**config.mk**
```make
export PLATFORM = sky130hd
export DESIGN_NAME = morse_symbol_segmenter
export DESIGN_NICKNAME = d
export VERILOG_FILES = /design/src/rtl/morse_symbol_segmenter.sv
export SDC_FILE = /design/constraint.sdc
export NUM_CORES = 1
export LEC_CHECK = 0
export BUFFER_PORTS_ARGS = -buffer_cell sky130_fd_sc_hd__buf_2
export CORE_MARGIN = 1.5
export CORE_UTILIZATION = 50
export CTS_CLUSTER_DIAMETER = 60
export DETAILED_ROUTE_END_ITERATION = 6
export PLACE_DENSITY = 0.65
export SYNTH_ARGS = -nofsm -noshare
export SYNTH_HDL_FRONTEND = slang
export SYNTH_SLANG_ARGS = --single-unit
```
**constraint.sdc**
```tcl
create_clock -name clk -period 3.9 [get_ports clk]
set_input_delay 0.585 -clock clk [delete_from_list [all_inputs] [get_ports clk]]
set_output_delay 0.585 -clock clk [all_outputs]
set_load 0.02 [all_outputs]
```
**src/rtl/morse_symbol_segmenter.sv**
```systemverilog
// Times key marks/spaces on ce ticks, packs dits/dahs into a character and
// strobes one event per finished character and one per word end.
module morse_symbol_segmenter #(
    parameter int MAX_LEN        = 6,
    parameter int LEN_W          = 3,
    parameter int CNT_W          = 8,
    parameter int DAH_TICKS      = 3,
    parameter int CHAR_GAP_TICKS = 3,
    parameter int WORD_GAP_TICKS = 7,
    parameter int STUCK_TICKS    = 200
) (
    input  logic               clk,
    input  logic               rst_n,
    input  logic               ce,
    input  logic               key,
    output logic [MAX_LEN-1:0] dits_dahs,
    output logic [LEN_W-1:0]   len,
    output logic               word_end,
    output logic               error,
    output logic               valid
);

    localparam logic [1:0] IDLE  = 2'd0;
    localparam logic [1:0] MARK  = 2'd1;
    localparam logic [1:0] SPACE = 2'd2;
    localparam logic [1:0] GAP   = 2'd3;

    localparam logic [CNT_W-1:0] DAH_C   = CNT_W'(DAH_TICKS);
    localparam logic [CNT_W-1:0] CHAR_C  = CNT_W'(CHAR_GAP_TICKS);
    localparam logic [CNT_W-1:0] WORD_C  = CNT_W'(WORD_GAP_TICKS);
    localparam logic [CNT_W-1:0] STUCK_C = CNT_W'(STUCK_TICKS);
    localparam logic [LEN_W-1:0] MAX_C   = LEN_W'(MAX_LEN);

    logic [1:0]         state_q, state_d;
    logic [CNT_W-1:0]   cnt_q, cnt_d, cnt_inc;
    logic [MAX_LEN-1:0] buf_q, buf_d;
    logic [LEN_W-1:0]   buf_len_q, buf_len_d;
    logic               err_q, err_d;
    logic               valid_q, valid_d;
    logic [MAX_LEN-1:0] dits_dahs_q, dits_dahs_d;
    logic [LEN_W-1:0]   len_q, len_d;
    logic               word_end_q, word_end_d;
    logic               error_q, error_d;

    // Duration counter saturates so a stuck key never wraps back to a dit.
    assign cnt_inc = (cnt_q == {CNT_W{1'b1}}) ? cnt_q : cnt_q + 1'b1;

    always_comb begin
        state_d     = state_q;
        cnt_d       = cnt_q;
        buf_d       = buf_q;
        buf_len_d   = buf_len_q;
        err_d       = err_q;
        valid_d     = 1'b0;
        dits_dahs_d = dits_dahs_q;
        len_d       = len_q;
        word_end_d  = word_end_q;
        error_d     = error_q;
        if (ce) begin
            case (state_q)
                IDLE: begin
                    if (key) begin
                        state_d = MARK;
                        cnt_d   = CNT_W'(1);
                    end
                end
                MARK: begin
                    if (key) begin
                        cnt_d = cnt_inc;
                        if (cnt_inc >= STUCK_C) err_d = 1'b1;
                    end else begin
                        if (buf_len_q < MAX_C) begin
                            buf_d[buf_len_q] = (cnt_q >= DAH_C);
                            buf_len_d        = buf_len_q + 1'b1;
                        end else begin
                            err_d = 1'b1;
                        end
                        state_d = SPACE;
                        cnt_d   = CNT_W'(1);
                    end
                end
                SPACE: begin
                    if (key) begin
                        state_d = MARK;
                        cnt_d   = CNT_W'(1);
                    end else begin
                        cnt_d = cnt_inc;
                        if (cnt_inc == CHAR_C) begin
                            valid_d     = 1'b1;
                            dits_dahs_d = buf_q;
                            len_d       = buf_len_q;
                            error_d     = err_q;
                            word_end_d  = 1'b0;
                            buf_d       = '0;
                            buf_len_d   = '0;
                            err_d       = 1'b0;
                            state_d     = GAP;
                        end
                    end
                end
                default: begin
                    if (key) begin
                        state_d = MARK;
                        cnt_d   = CNT_W'(1);
                    end else begin
                        cnt_d = cnt_inc;
                        if (cnt_inc == WORD_C) begin
                            valid_d     = 1'b1;
                            dits_dahs_d = '0;
                            len_d       = '0;
                            error_d     = 1'b0;
                            word_end_d  = 1'b1;
                            state_d     = IDLE;
                        end
                    end
                end
            endcase
        end
    end

    always_ff @(posedge clk or negedge rst_n) begin
        if (!rst_n) begin
            state_q     <= IDLE;
            cnt_q       <= '0;
            buf_q       <= '0;
            buf_len_q   <= '0;
            err_q       <= 1'b0;
            valid_q     <= 1'b0;
            dits_dahs_q <= '0;
            len_q       <= '0;
            word_end_q  <= 1'b0;
            error_q     <= 1'b0;
        end else begin
            state_q     <= state_d;
            cnt_q       <= cnt_d;
            buf_q       <= buf_d;
            buf_len_q   <= buf_len_d;
            err_q       <= err_d;
            valid_q     <= valid_d;
            dits_dahs_q <= dits_dahs_d;
            len_q       <= len_d;
            word_end_q  <= word_end_d;
            error_q     <= error_d;
        end
    end

    assign valid     = valid_q;
    assign dits_dahs = dits_dahs_q;
    assign len       = len_q;
    assign word_end  = word_end_q;
    assign error     = error_q;

endmodule

```
==> results of run 1 <==
-- power by group through the flow --
stage	Clock [mW]	Sequential (mW)	Combinational, mW
after floorplan	0	0.548	0.525
after global placement	0	0.536	0.685
after detailed placement	0	0.546	0.711
after CTS	0.322	0.539	0.715
after global routing	0.339	0.557	0.793
final	0.316	0.540	0.715
-- kinds of logic (layout without fill, tap and decap cells) --
group | count (synthesis) | after routing
XOR/XNOR | 3 | 3
adder cells (fa/ha/maj) | 6 | 6
multiplexers | 3 | 3
AO/OA/AOI/OAI | 71 | 71
buffers and inverters | 23 | 33
flip-flops | 32 | 32
AND/OR/NAND/NOR | 85 | 85
-- worst reg2reg max path, cell delays in order (launching register included) --
cell and delay (ns):
dfrtp_1 0.46, ha_1 0.37, nand2_1 0.23, nor4b_2 0.38, nor2_2 0.16, o31ai_4 0.47, mux2_1 0.38
-- final cells by class --
cell class,count,area (um^2)
flip-flops and latches,32,801
clock buffers,5,68.8
inverters,10,37.5
well taps,50,62.6
clock inverters,3,42.5
multi-input cells,168,1170
repair buffers,15,75.1
fillers,371,1740
-- flip-flops by register name (all words and copies together) (netlist names) --
register	cells
valid	1
dits_dahs	6
cnt_q	8
buf_len_q	3
state_q	2
error	1
err_q	1
word_end	1
len	3
buf_q	6
-- layer usage --
layer  share of wire, %  track usage (%)  vias up
met1                 46             32.0      851
li1                   -                -      867
met3                5.8             5.00        5
met4               0.88             7.65        0
met5                  0                0        -
met2                 47             35.4       51
-- stage by stage --
stage / setup slack [ns] / power, mW / instances
detailed placement: 1.38 / 1.26 / 275
floorplan: 1.67 / 1.07 / 223
CTS: 1.36 / 1.58 / 283
global route: 1.16 / 1.69 / 283
finish: 1.32 / 1.57 / 283
global placement: 1.51 / 1.22 / 275
-- worst paths after layout --
check                      depth (start not counted)  slack (ns)                       end                  from
max in group asynchronous                          1        3.11  dits_dahs[2]$_DFFE_PN0P_                 rst_n
setup / recovery                                   6        1.32  buf_len_q[0]$_DFFE_PN0P_  cnt_q[0]$_DFFE_PN0P_
hold / removal                                     1        0.34      cnt_q[0]$_DFFE_PN0P_                 rst_n
setup reg to reg                                   6        1.32  buf_len_q[0]$_DFFE_PN0P_  cnt_q[0]$_DFFE_PN0P_
min in group clk                                   1        0.50  dits_dahs[1]$_DFFE_PN0P_  buf_q[1]$_DFFE_PN0P_
hold reg to reg                                    1        0.50  dits_dahs[1]$_DFFE_PN0P_  buf_q[1]$_DFFE_PN0P_
-- Yosys cell counts, types with 3 or more instances --
cell type,count,area share (%)
nor3_1,6,1.4
nor2b_1,4,1.2
inv_1,10,1.8
and2_1,4,1.2
o31ai_1,4,1.4
nand4_1,4,1.2
buf_6,3,1.6
a21oi_1,14,3.3
a31oi_1,7,2.1
nand2_1,14,2.5
dfrtp_1,32,38
nor3b_1,3,1.1
nand2b_1,6,1.8
clkbuf_1,6,1.1
nor2_1,12,2.2
nand3_1,12,2.9
ha_1,6,3.6
o21ai_0,13,3.1
or3_1,3,0.90
a22o_1,10,4.2
==> key figures, run 1 <==
GRT
  • Global-route wire length before repair: just under 8000 um
  • Initial antenna violation count: 0
  • GRT overflow: 0
  • Vias in the first global route: approximately 1,600
  • Maximum number of pins on one net before global-route repair: 33
  • GRT Util Overall: 23.0%

Logic synthesis
  • Asr flop ratio synth: 100%
  • Post-Synth XOR/XNOR Area: 1.26%
  • Number of synthesized flops with an enable pin: 0
  • Synth Instances: 223
  • Mux cell area share after synthesis: 1.55%
  • Syn_nets: 233
  • Synth Area in Simple Gates: about 24%
  • Synth cell types: 59
  • Synth warn: 0
  • Compound-Gate Fraction of Synth Area: 25.5%
  • Synth Flop Type: dfrtp_1
  • Post-synthesis adder-cell area fraction: 3.59%
  • Register area share after synthesis: between 30% and 40%
  • Yosys reg bits: 32
  • Netlist Area Pre-Place: 2090 um^2
  • Main combinational cell family by area after synthesis: compound AO/OA/AOI/OAI gates
  • Synthesized area per cell: between 9 and 10 um^2

Pwr
  • Switch Pwr: 0.672 mW
  • Pwr Density: 695 nW/um^2
  • Leakage: 0.988 nW
  • Reg power frac: 34.4%
  • Clock power share: between 20% and 30%
  • Comb power frac: 45.5%
  • Worst-case vdd ir drop: 0.289 mV
  • Internal: 0.899 mW
  • Sw frac: 42.8%

CTS
  • Clk slew on worst S/H paths: 0.08 ns
  • Clock sinks: 32
  • CTS tree: built
  • Worst skew pair latency: around 0.29 ns
  • Largest buffer count on any clock path: 2
  • CTS Root Cell: clkbuf_8
  • H-Tree Depth: 2
  • Hold buffer count at CTS: 0
  • TritonCTS buffer count: 5
  • # Post-CTS Setup Buffers: 0
  • Post-CTS sizing: 0

Floorplanning
  • Die H: roughly 68 um
  • Horiz. Die Dim: 67.7 um
  • Core area: 4000 um^2
  • Initial core utilization: between 50% and 60%
  • I/O pin count: 16
  • Row Count: 23
  • Die footprint: 4580 um^2

Detailed routing
  • DR vias/cell: 6.27
  • Router iterations before antenna repair: 4
  • Drt initial violations: 109
  • WL final: 4760 um
  • WL per Instance: 16.8 um
  • Detail Route Antenna Nets: 0
  • Vias: 1,774
  • DRC: 0

Setup path
  • Setup CP Type: register to register
  • CP Buf/Inv Count: 0
  • Setup crit end kind: register
  • Critical path's slowest cell: o31ai_4
  • Worst endpoint required time: 4.06 ns
  • Crit-path max cell delay: around 0.47 ns
  • CP startpoint kind: register
  • CP Data Arrival Time: 2.75 ns
  • Worst-path maximum fanout: 9
  • Critical Path, Cell by Cell: ha_1, nand2_1, nor4b_2, nor2_2, o31ai_4, mux2_1
  • Top Family by Delay on Critical Path: simple AND/OR/NAND/NOR gates

Job
  • Max cap viols: 0

Timing
  • Crit share post-route: 66.2%
  • Clock skew: 0.0110 ns
  • Finish-stage setup viols: 0
  • Fin. max-slew vios: 0
  • Fmax: 387 MHz
  • Rel. slew slack: 53.6%
  • Unrepaired setup endpoints after global routing: no
  • Hold slack: roughly 0.34 ns
  • Final min period: approximately 2.6 ns
  • Worst slew pin tran: roughly 0.70 ns
  • Final hold vios: 0
  • Post-route setup TNS: 0 ns

Layout
  • Final Core Density: 56.5%
  • Inserted Diodes: 0
  • Share of cells above drive strength 1: 15.5%
  • Cell area after layout: 2260 um^2
  • Most common cell after layout, fill and taps aside: dfrtp_1
  • Nets: about 240
  • Area Growth Syn to Fin: 8.01%
  • Most frequent cells in the layout: dfrtp_1, buf_2, nand2_1, a21oi_1, o21ai_0

Run status
  • Status: finished, final reports clean

Placement
  • Post-DP HPWL: 3520 um
  • GP Congestion: 0.856
  • DP Area: 2150 um^2
  • PortBufs: 15

Worst hold path
  • Worst Hold Class: primary input to asynchronous set/reset pin
Note: power is estimated with default switching activity, not from simulation.
==> inputs of run 2 (changes only) <==
--- a/config.mk
+++ b/config.mk
@@ -10,7 +10,7 @@
 export CORE_UTILIZATION = 50
 export CTS_CLUSTER_DIAMETER = 60
 export DETAILED_ROUTE_END_ITERATION = 6
-export PLACE_DENSITY = 0.65
+export PLACE_DENSITY = 0.68
 export SYNTH_ARGS = -nofsm -noshare
 export SYNTH_HDL_FRONTEND = slang
 export SYNTH_SLANG_ARGS = --single-unit
==> constraint.sdc (replaced) <==
create_clock -name clk -period 2.3 [get_ports clk]
set_input_delay 0.345 -clock clk [delete_from_list [all_inputs] [get_ports clk]]
set_output_delay 0.345 -clock clk [all_outputs]
set_load 0.02 [all_outputs]
==> run 2 against run 1 <==
Against the previous run: clock skew decreased by 0.0027 ns; worst hold slack got worse by 0.24 ns; register-to-register slack got worse by 1.2 ns; core utilization increased by 3.9 points; power increased by 79%; sequential share of layout area decreased by 2.3 points; first-iteration DRC count decreased by 3.7%; critical path depth unchanged; count of clock-buffer cells in the layout unchanged; setup slack got worse by 1.2 ns.
==> key figures, run 2 (synthesized netlist as in run 1, its figures left out) <==
Timing
  • Unrepaired setup endpoints after global routing: no (unchanged)
  • Finish-stage setup viols: 0 (unchanged)
  • Final WS setup: 0.114 ns (was 1.32 ns)
  • Final hold vios: 0 (unchanged)
  • Final min period: 2.19 ns (was 2.58 ns)
  • Crit share post-route: 95.0% (was 66.2%)
  • Hold slack: 0.0960 ns (was 0.335 ns)
  • Rel. slew slack: 54.0% (was 53.6%)
  • Post-route setup TNS: 0 ns (unchanged)
  • Fmax: 458 MHz (was 387 MHz)
  • Fin. max-slew vios: 0 (unchanged)
  • Worst slew pin tran: 0.690 ns (was 0.696 ns)
  • Clock skew: 0.00826 ns (was 0.0110 ns)

Detailed routing
  • WL final: 4840 um (was 4760 um)
  • Router iterations before antenna repair: 4 (unchanged)
  • WL per Instance: 16.1 um (was 16.8 um)
  • DR vias/cell: 6.14 (was 6.27)
  • DRC: 0 (unchanged)
  • Detail Route Antenna Nets: 0 (unchanged)
  • Vias: 1,843 (was 1,774)
  • Drt initial violations: 105 (was 109)

GRT
  • Vias in the first global route: 1,695 (was 1,643)
  • Global-route wire length before repair: 8080 um (was 7820 um)
  • Maximum number of pins on one net before global-route repair: 33 (unchanged)
  • Initial antenna violation count: 0 (unchanged)
  • GRT overflow: 0 (unchanged)
  • GRT Util Overall: 23.6% (was 23.0%)

Run status
  • Status: finished, final reports clean (unchanged)

CTS
  • CTS Root Cell: clkbuf_8 (unchanged)
  • # Post-CTS Setup Buffers: 0 (unchanged)
  • H-Tree Depth: 2 (unchanged)
  • Clk slew on worst S/H paths: 0.07 ns (was 0.08 ns)
  • TritonCTS buffer count: 5 (unchanged)
  • Clock sinks: 32 (unchanged)
  • Largest buffer count on any clock path: 2 (unchanged)
  • Worst skew pair latency: 0.29 ns (about the same)
  • CTS tree: built (unchanged)
  • Hold buffer count at CTS: 0 (unchanged)

Pwr
  • Clock power share: 19.2% (was 20.1%)
  • Tot Pwr: 2.81 mW (was 1.57 mW)
  • Comb power frac: 49.1% (was 45.5%)
  • Pwr Density: 1160 nW/um^2 (was 695 nW/um^2)
  • Switch Pwr: 1.18 mW (was 0.672 mW)
  • Internal: 1.63 mW (was 0.899 mW)
  • Reg power frac: 31.7% (was 34.4%)
  • Sw frac: 41.9% (was 42.8%)
  • Worst-case vdd ir drop: 0.550 mV (was 0.289 mV)
  • Leakage: 1.08 nW (was 0.988 nW)

Layout
  • Inserted Diodes: 0 (unchanged)
  • Nets: 259 (was 242)
  • Most common cell after layout, fill and taps aside: dfrtp_1 (unchanged)
  • Most frequent cells in the layout: dfrtp_1, buf_4, buf_2 (was dfrtp_1, buf_2, nand2_1, a21oi_1, o21ai_0)
  • Largest register FFs: 8 (unchanged)
  • Top reg by flops: cnt_q (unchanged)
  • Share of cells above drive strength 1: 22.8% (was 15.5%)
  • Final Core Density: 60.4% (was 56.5%)
  • Area Growth Syn to Fin: 15.5% (was 8.01%)

Worst hold path
  • Worst Hold Class: primary input to asynchronous set/reset pin (unchanged)

Setup path
  • CP Data Arrival Time: 2.36 ns (was 2.75 ns)
  • Worst r2r dst: dits_dahs[1]$_DFFE_PN0P_ (was buf_len_q[0]$_DFFE_PN0P_)
  • Setup CP Type: register to register (unchanged)
  • CP startpoint kind: register (unchanged)
  • Path depth of the worst reg2reg path: 6 (unchanged)
  • R2R Setup Slk: 0.11 ns (was 1.32 ns)
  • Worst endpoint required time: 2.47 ns (was 4.06 ns)
  • CP Launch Point: cnt_q[0]$_DFFE_PN0P_ (unchanged)
  • Worst-path maximum fanout: 8 (was 9)
  • Setup crit end kind: register (unchanged)
  • RR Startpoint: cnt_q[0]$_DFFE_PN0P_ (unchanged)

Floorplanning
  • Core area: 4000 um^2 (unchanged)
  • Die footprint: 4580 um^2 (unchanged)
  • Die H: 67.7 um (unchanged)
  • Row Count: 23 (unchanged)
  • Initial core utilization: 52.3% (unchanged)
  • I/O pin count: 16 (unchanged)
  • Horiz. Die Dim: 67.7 um (unchanged)

Placement
  • Post-DP HPWL: 3570 um (was 3520 um)
  • PortBufs: 15 (unchanged)
  • Post-Place Setup Slack: -0.00820 ns (was 1.38 ns)
  • GP Congestion: 0.906 (was 0.856)

Job
  • Max cap viols: 0 (unchanged)
==> run 2: how the worst max path moves through the flow <==
stage          slack (ns)  cells after the start                       end
5_1_grt              0.02                      7      word_end$_DFFE_PN0P_
4_1_cts             0.005                      6  buf_len_q[1]$_DFFE_PN0P_
3_3_place_gp         0.08                      7        len[1]$_DFFE_PN0P_
6_report             0.11                      6  dits_dahs[1]$_DFFE_PN0P_
2_1_floorplan        0.07                      8        len[1]$_DFFE_PN0P_
3_5_place_dp       -0.008                      6  dits_dahs[1]$_DFFE_PN0P_
==> run 2: metal layers <==
| metal | global-route usage, % | vias to the layer above | wire length [um] |
|---|---|---|---|
| li1 | - | 901 | - |
| met1 | 30.5 | 888 | 2240 |
| met2 | 39.3 | 45 | 2310 |
| met3 | 4.50 | 9 | 194 |
| met4 | 7.91 | 0 | 91 |
| met5 | 0 | - | 0 |
==> run 2: final cells by class <==
| cell class | count | area (um^2) |
|---|---|---|
| Fill cell | 357 | 1580 |
| Multi-Input combinational cell | 169 | 1210 |
| Sequential cell | 32 | 801 |
| Timing Repair Buffer | 31 | 195 |
| Clock buffer | 5 | 68.8 |
| Tap cell | 50 | 62.6 |
| Clock inverter | 3 | 42.5 |
| Inverter | 10 | 37.5 |
==> run 2: what timing repair did <==
item | in CTS | in global routing
endpoints found under the setup margin | 8 | 22
gates cloned | 1 | 0
pin swaps | 1 | 1
gates resized for setup | 1 | 5
==> run 2: metrics by stage <==
step	cells	area, um^2
final	300	2420
after detailed placement	291	2270
after CTS	300	2400
after global placement	291	2270
after floorplan	223	2090
after global routing	300	2420
==> run 2: power groups by stage <==
stage / Combinational [mW] / Clock, mW / Sequential [mW]
after floorplan: 0.891 / 0 / 0.928
after global placement: 1.31 / 0 / 0.891
after detailed placement: 1.33 / 0 / 0.900
after CTS: 1.36 / 0.549 / 0.888
after global routing: 1.53 / 0.581 / 0.919
final: 1.38 / 0.539 / 0.891
==> run 2: critical path: stages, from the launching register on <==
cell and delay, ns:
dfrtp_1 0.39, ha_2 0.24, o211a_1 0.25, a21oi_2 0.22
nand2_1 0.15, a2111o_1 0.54, a22o_1 0.28
==> inputs of run 3 (changes only) <==
--- a/config.mk
+++ b/config.mk
@@ -5,7 +5,7 @@
 export SDC_FILE = /design/constraint.sdc
 export NUM_CORES = 1
 export LEC_CHECK = 0
-export BUFFER_PORTS_ARGS = -buffer_cell sky130_fd_sc_hd__buf_2
+export BUFFER_PORTS_ARGS = -buffer_cell sky130_fd_sc_hd__clkbuf_2
 export CORE_MARGIN = 1.5
 export CORE_UTILIZATION = 50
 export CTS_CLUSTER_DIAMETER = 60
==> run 3 against run 2 <==
Against the previous run: sequential power about the same; first-iteration DRC count increased by 3.8%; non-clock buffer count is 1 higher; critical path type unchanged; flip-flop and latch count is the same; routed wire length increased by 0.70%; critical path depth did not move; worst hold slack better by 0.031 ns; register-to-register slack hardly changed; largest cell class unchanged; setup slack better by 0.00077 ns; cell area about the same; die area is the same; global-route usage shrank 0.30 points.
==> key figures, run 3 (synthesized netlist as in run 1, its figures left out) <==
Run status
  • Status: finished, final reports clean (unchanged)

Timing
  • Final hold vios: 0 (unchanged)
  • Worst slew pin tran: 0.779 ns (was 0.690 ns)
  • Rel. slew slack: 48.0% (was 54.0%)
  • Crit share post-route: 95.0% (about the same)
  • Final WS setup: 0.115 ns (was 0.114 ns)
  • Fin. max-slew vios: 0 (unchanged)
  • Finish-stage setup viols: 0 (unchanged)
  • Fmax: 458 MHz (about the same)
  • Post-route setup TNS: 0 ns (unchanged)
  • Final min period: 2.18 ns (was 2.19 ns)
  • Clock skew: 0.00559 ns (was 0.00826 ns)

Setup path
  • Setup CP Type: register to register (unchanged)
  • Critical Path, Cell by Cell: ha_2, nand2_1, nor4b_4, nor2_2, o31ai_4, mux2_1 (was ha_2, o211a_1, a21oi_2, nand2_1, a2111o_1, a22o_1)
  • CP Data Arrival Time: 2.36 ns (about the same)
  • Setup crit end kind: register (unchanged)
  • Worst endpoint required time: 2.47 ns (about the same)
  • Worst-path maximum fanout: 8 (unchanged)
  • Crit-path max cell delay: 0.36 ns (was 0.54 ns)
  • Critical path's slowest cell: dfrtp_1 (was a2111o_1)
  • Top Family by Delay on Critical Path: simple AND/OR/NAND/NOR gates (was compound AO/OA/AOI/OAI gates)
  • CP Buf/Inv Count: 0 (unchanged)
  • CP startpoint kind: register (unchanged)

CTS
  • CTS tree: built (unchanged)
  • Largest buffer count on any clock path: 2 (unchanged)
  • Clock sinks: 32 (unchanged)
  • TritonCTS buffer count: 5 (unchanged)
  • # Post-CTS Setup Buffers: 0 (unchanged)
  • CTS Root Cell: clkbuf_8 (unchanged)
  • Worst skew pair latency: 0.29 ns (about the same)
  • Clk slew on worst S/H paths: 0.07 ns (about the same)
  • H-Tree Depth: 2 (unchanged)

Detailed routing
  • DRC: 0 (unchanged)
  • Vias: 1,816 (was 1,843)
  • WL final: 4870 um (was 4840 um)
  • Detail Route Antenna Nets: 0 (unchanged)
  • Router iterations before antenna repair: 4 (unchanged)
  • DR vias/cell: 6.03 (was 6.14)
  • Drt initial violations: 109 (was 105)
  • WL per Instance: 16.2 um (was 16.1 um)

Pwr
  • Worst-case vdd ir drop: 0.432 mV (was 0.550 mV)
  • Leakage: 1.07 nW (was 1.08 nW)
  • Tot Pwr: 2.80 mW (was 2.81 mW)
  • Pwr Density: 1160 nW/um^2 (about the same)

Layout
  • Nets: 260 (was 259)
  • Inserted Diodes: 0 (unchanged)
  • Top reg by flops: cnt_q (unchanged)
  • Share of cells above drive strength 1: 22.3% (was 22.8%)
  • Area Growth Syn to Fin: 15.5% (about the same)
  • Largest register FFs: 8 (unchanged)
  • Most frequent cells in the layout: dfrtp_1, buf_4, clkbuf_2 (was dfrtp_1, buf_4, buf_2)
  • Most common cell after layout, fill and taps aside: dfrtp_1 (unchanged)
  • Non-Filler Instances: 301 (was 300)

Floorplanning
  • Core area: 4000 um^2 (unchanged)
  • I/O pin count: 16 (unchanged)
  • Initial core utilization: 52.3% (unchanged)
  • Die H: 67.7 um (unchanged)
  • Die footprint: 4580 um^2 (unchanged)
  • Row Count: 23 (unchanged)
  • Horiz. Die Dim: 67.7 um (unchanged)

Worst hold path
  • Worst Hold Class: primary input to asynchronous set/reset pin (unchanged)

Placement
  • Post-placement cell count: 292 (was 291)
  • GP Congestion: 0.905 (was 0.906)
  • Post-Place Setup Slack: 0.0352 ns (was -0.00820 ns)
  • PortBufs: 15 (unchanged)
  • Post-DP HPWL: 3550 um (was 3570 um)

GRT
  • GRT Util Overall: 23.3% (was 23.6%)
  • GRT overflow: 0 (unchanged)
  • Maximum number of pins on one net before global-route repair: 33 (unchanged)
  • Global-route wire length before repair: 8030 um (was 8080 um)
  • Vias in the first global route: 1,666 (was 1,695)
  • Initial antenna violation count: 0 (unchanged)

Job
  • Max cap viols: 0 (unchanged)
-- run 3: final timing paths --
check                                                 to  cells after the start  slack, ns            startpoint
max in group asynchronous              error$_DFFE_PN0P_                      1       1.69                 rst_n
worst min-delay path            dits_dahs[3]$_DFFE_PN0P_                      1       0.13                 rst_n
min in group clk                       err_q$_DFFE_PN0P_                      3       0.39                    ce
worst max-delay path            buf_len_q[1]$_DFFE_PN0P_                      6       0.12  cnt_q[0]$_DFFE_PN0P_
worst min register to register         error$_DFFE_PN0P_                      1       0.51     error$_DFFE_PN0P_
worst max register to register  buf_len_q[1]$_DFFE_PN0P_                      6       0.12  cnt_q[0]$_DFFE_PN0P_
-- run 3: what timing repair did --
action                                  in CTS  in global routing
pin swaps                                    1                  1
resized for setup                            0                  4
gates cloned                                 1                  0
hold buffers                                 0                  0
endpoints found under the setup margin       5                 23
-- run 3: routing by layer --
metal	share of wire [%]	wire, um	up-vias	GRT usage, %
li1	-	-	902	-
met2	47	2310	31	38.1
met1	48	2340	875	32.0
met3	3.4	164	8	4.00
met5	0	0	-	0
met4	1.0	49	0	5.36
-- run 3: report_power, final --
part,total (mW),switching [mW],internal [mW]
registers,0.893,0.170,0.723
logic,1.37,0.785,0.585
clock network,0.539,0.219,0.320
-- run 3: layout make-up --
cell class              instances  area (um^2)
clock buffers                   5         68.8
multi-input cells             169         1200
flip-flops and latches         32          801
fillers                       352         1580
inverters                      10         37.5
well taps                      50         62.6
repair buffers                 32          203
clock inverters                 3         42.5
-- run 3: per-stage QoR --
stage | instance area (um^2) | util [%] | hold slack [ns]
3_5_place_dp | 2280 | 56.9 | 0.463
2_1_floorplan | 2090 | - | 0.0494
6_report | 2420 | 60.5 | 0.127
4_1_cts | 2400 | 60.0 | 0.157
3_3_place_gp | 2280 | 56.9 | 0.463
5_1_grt | 2420 | 60.5 | 0.201
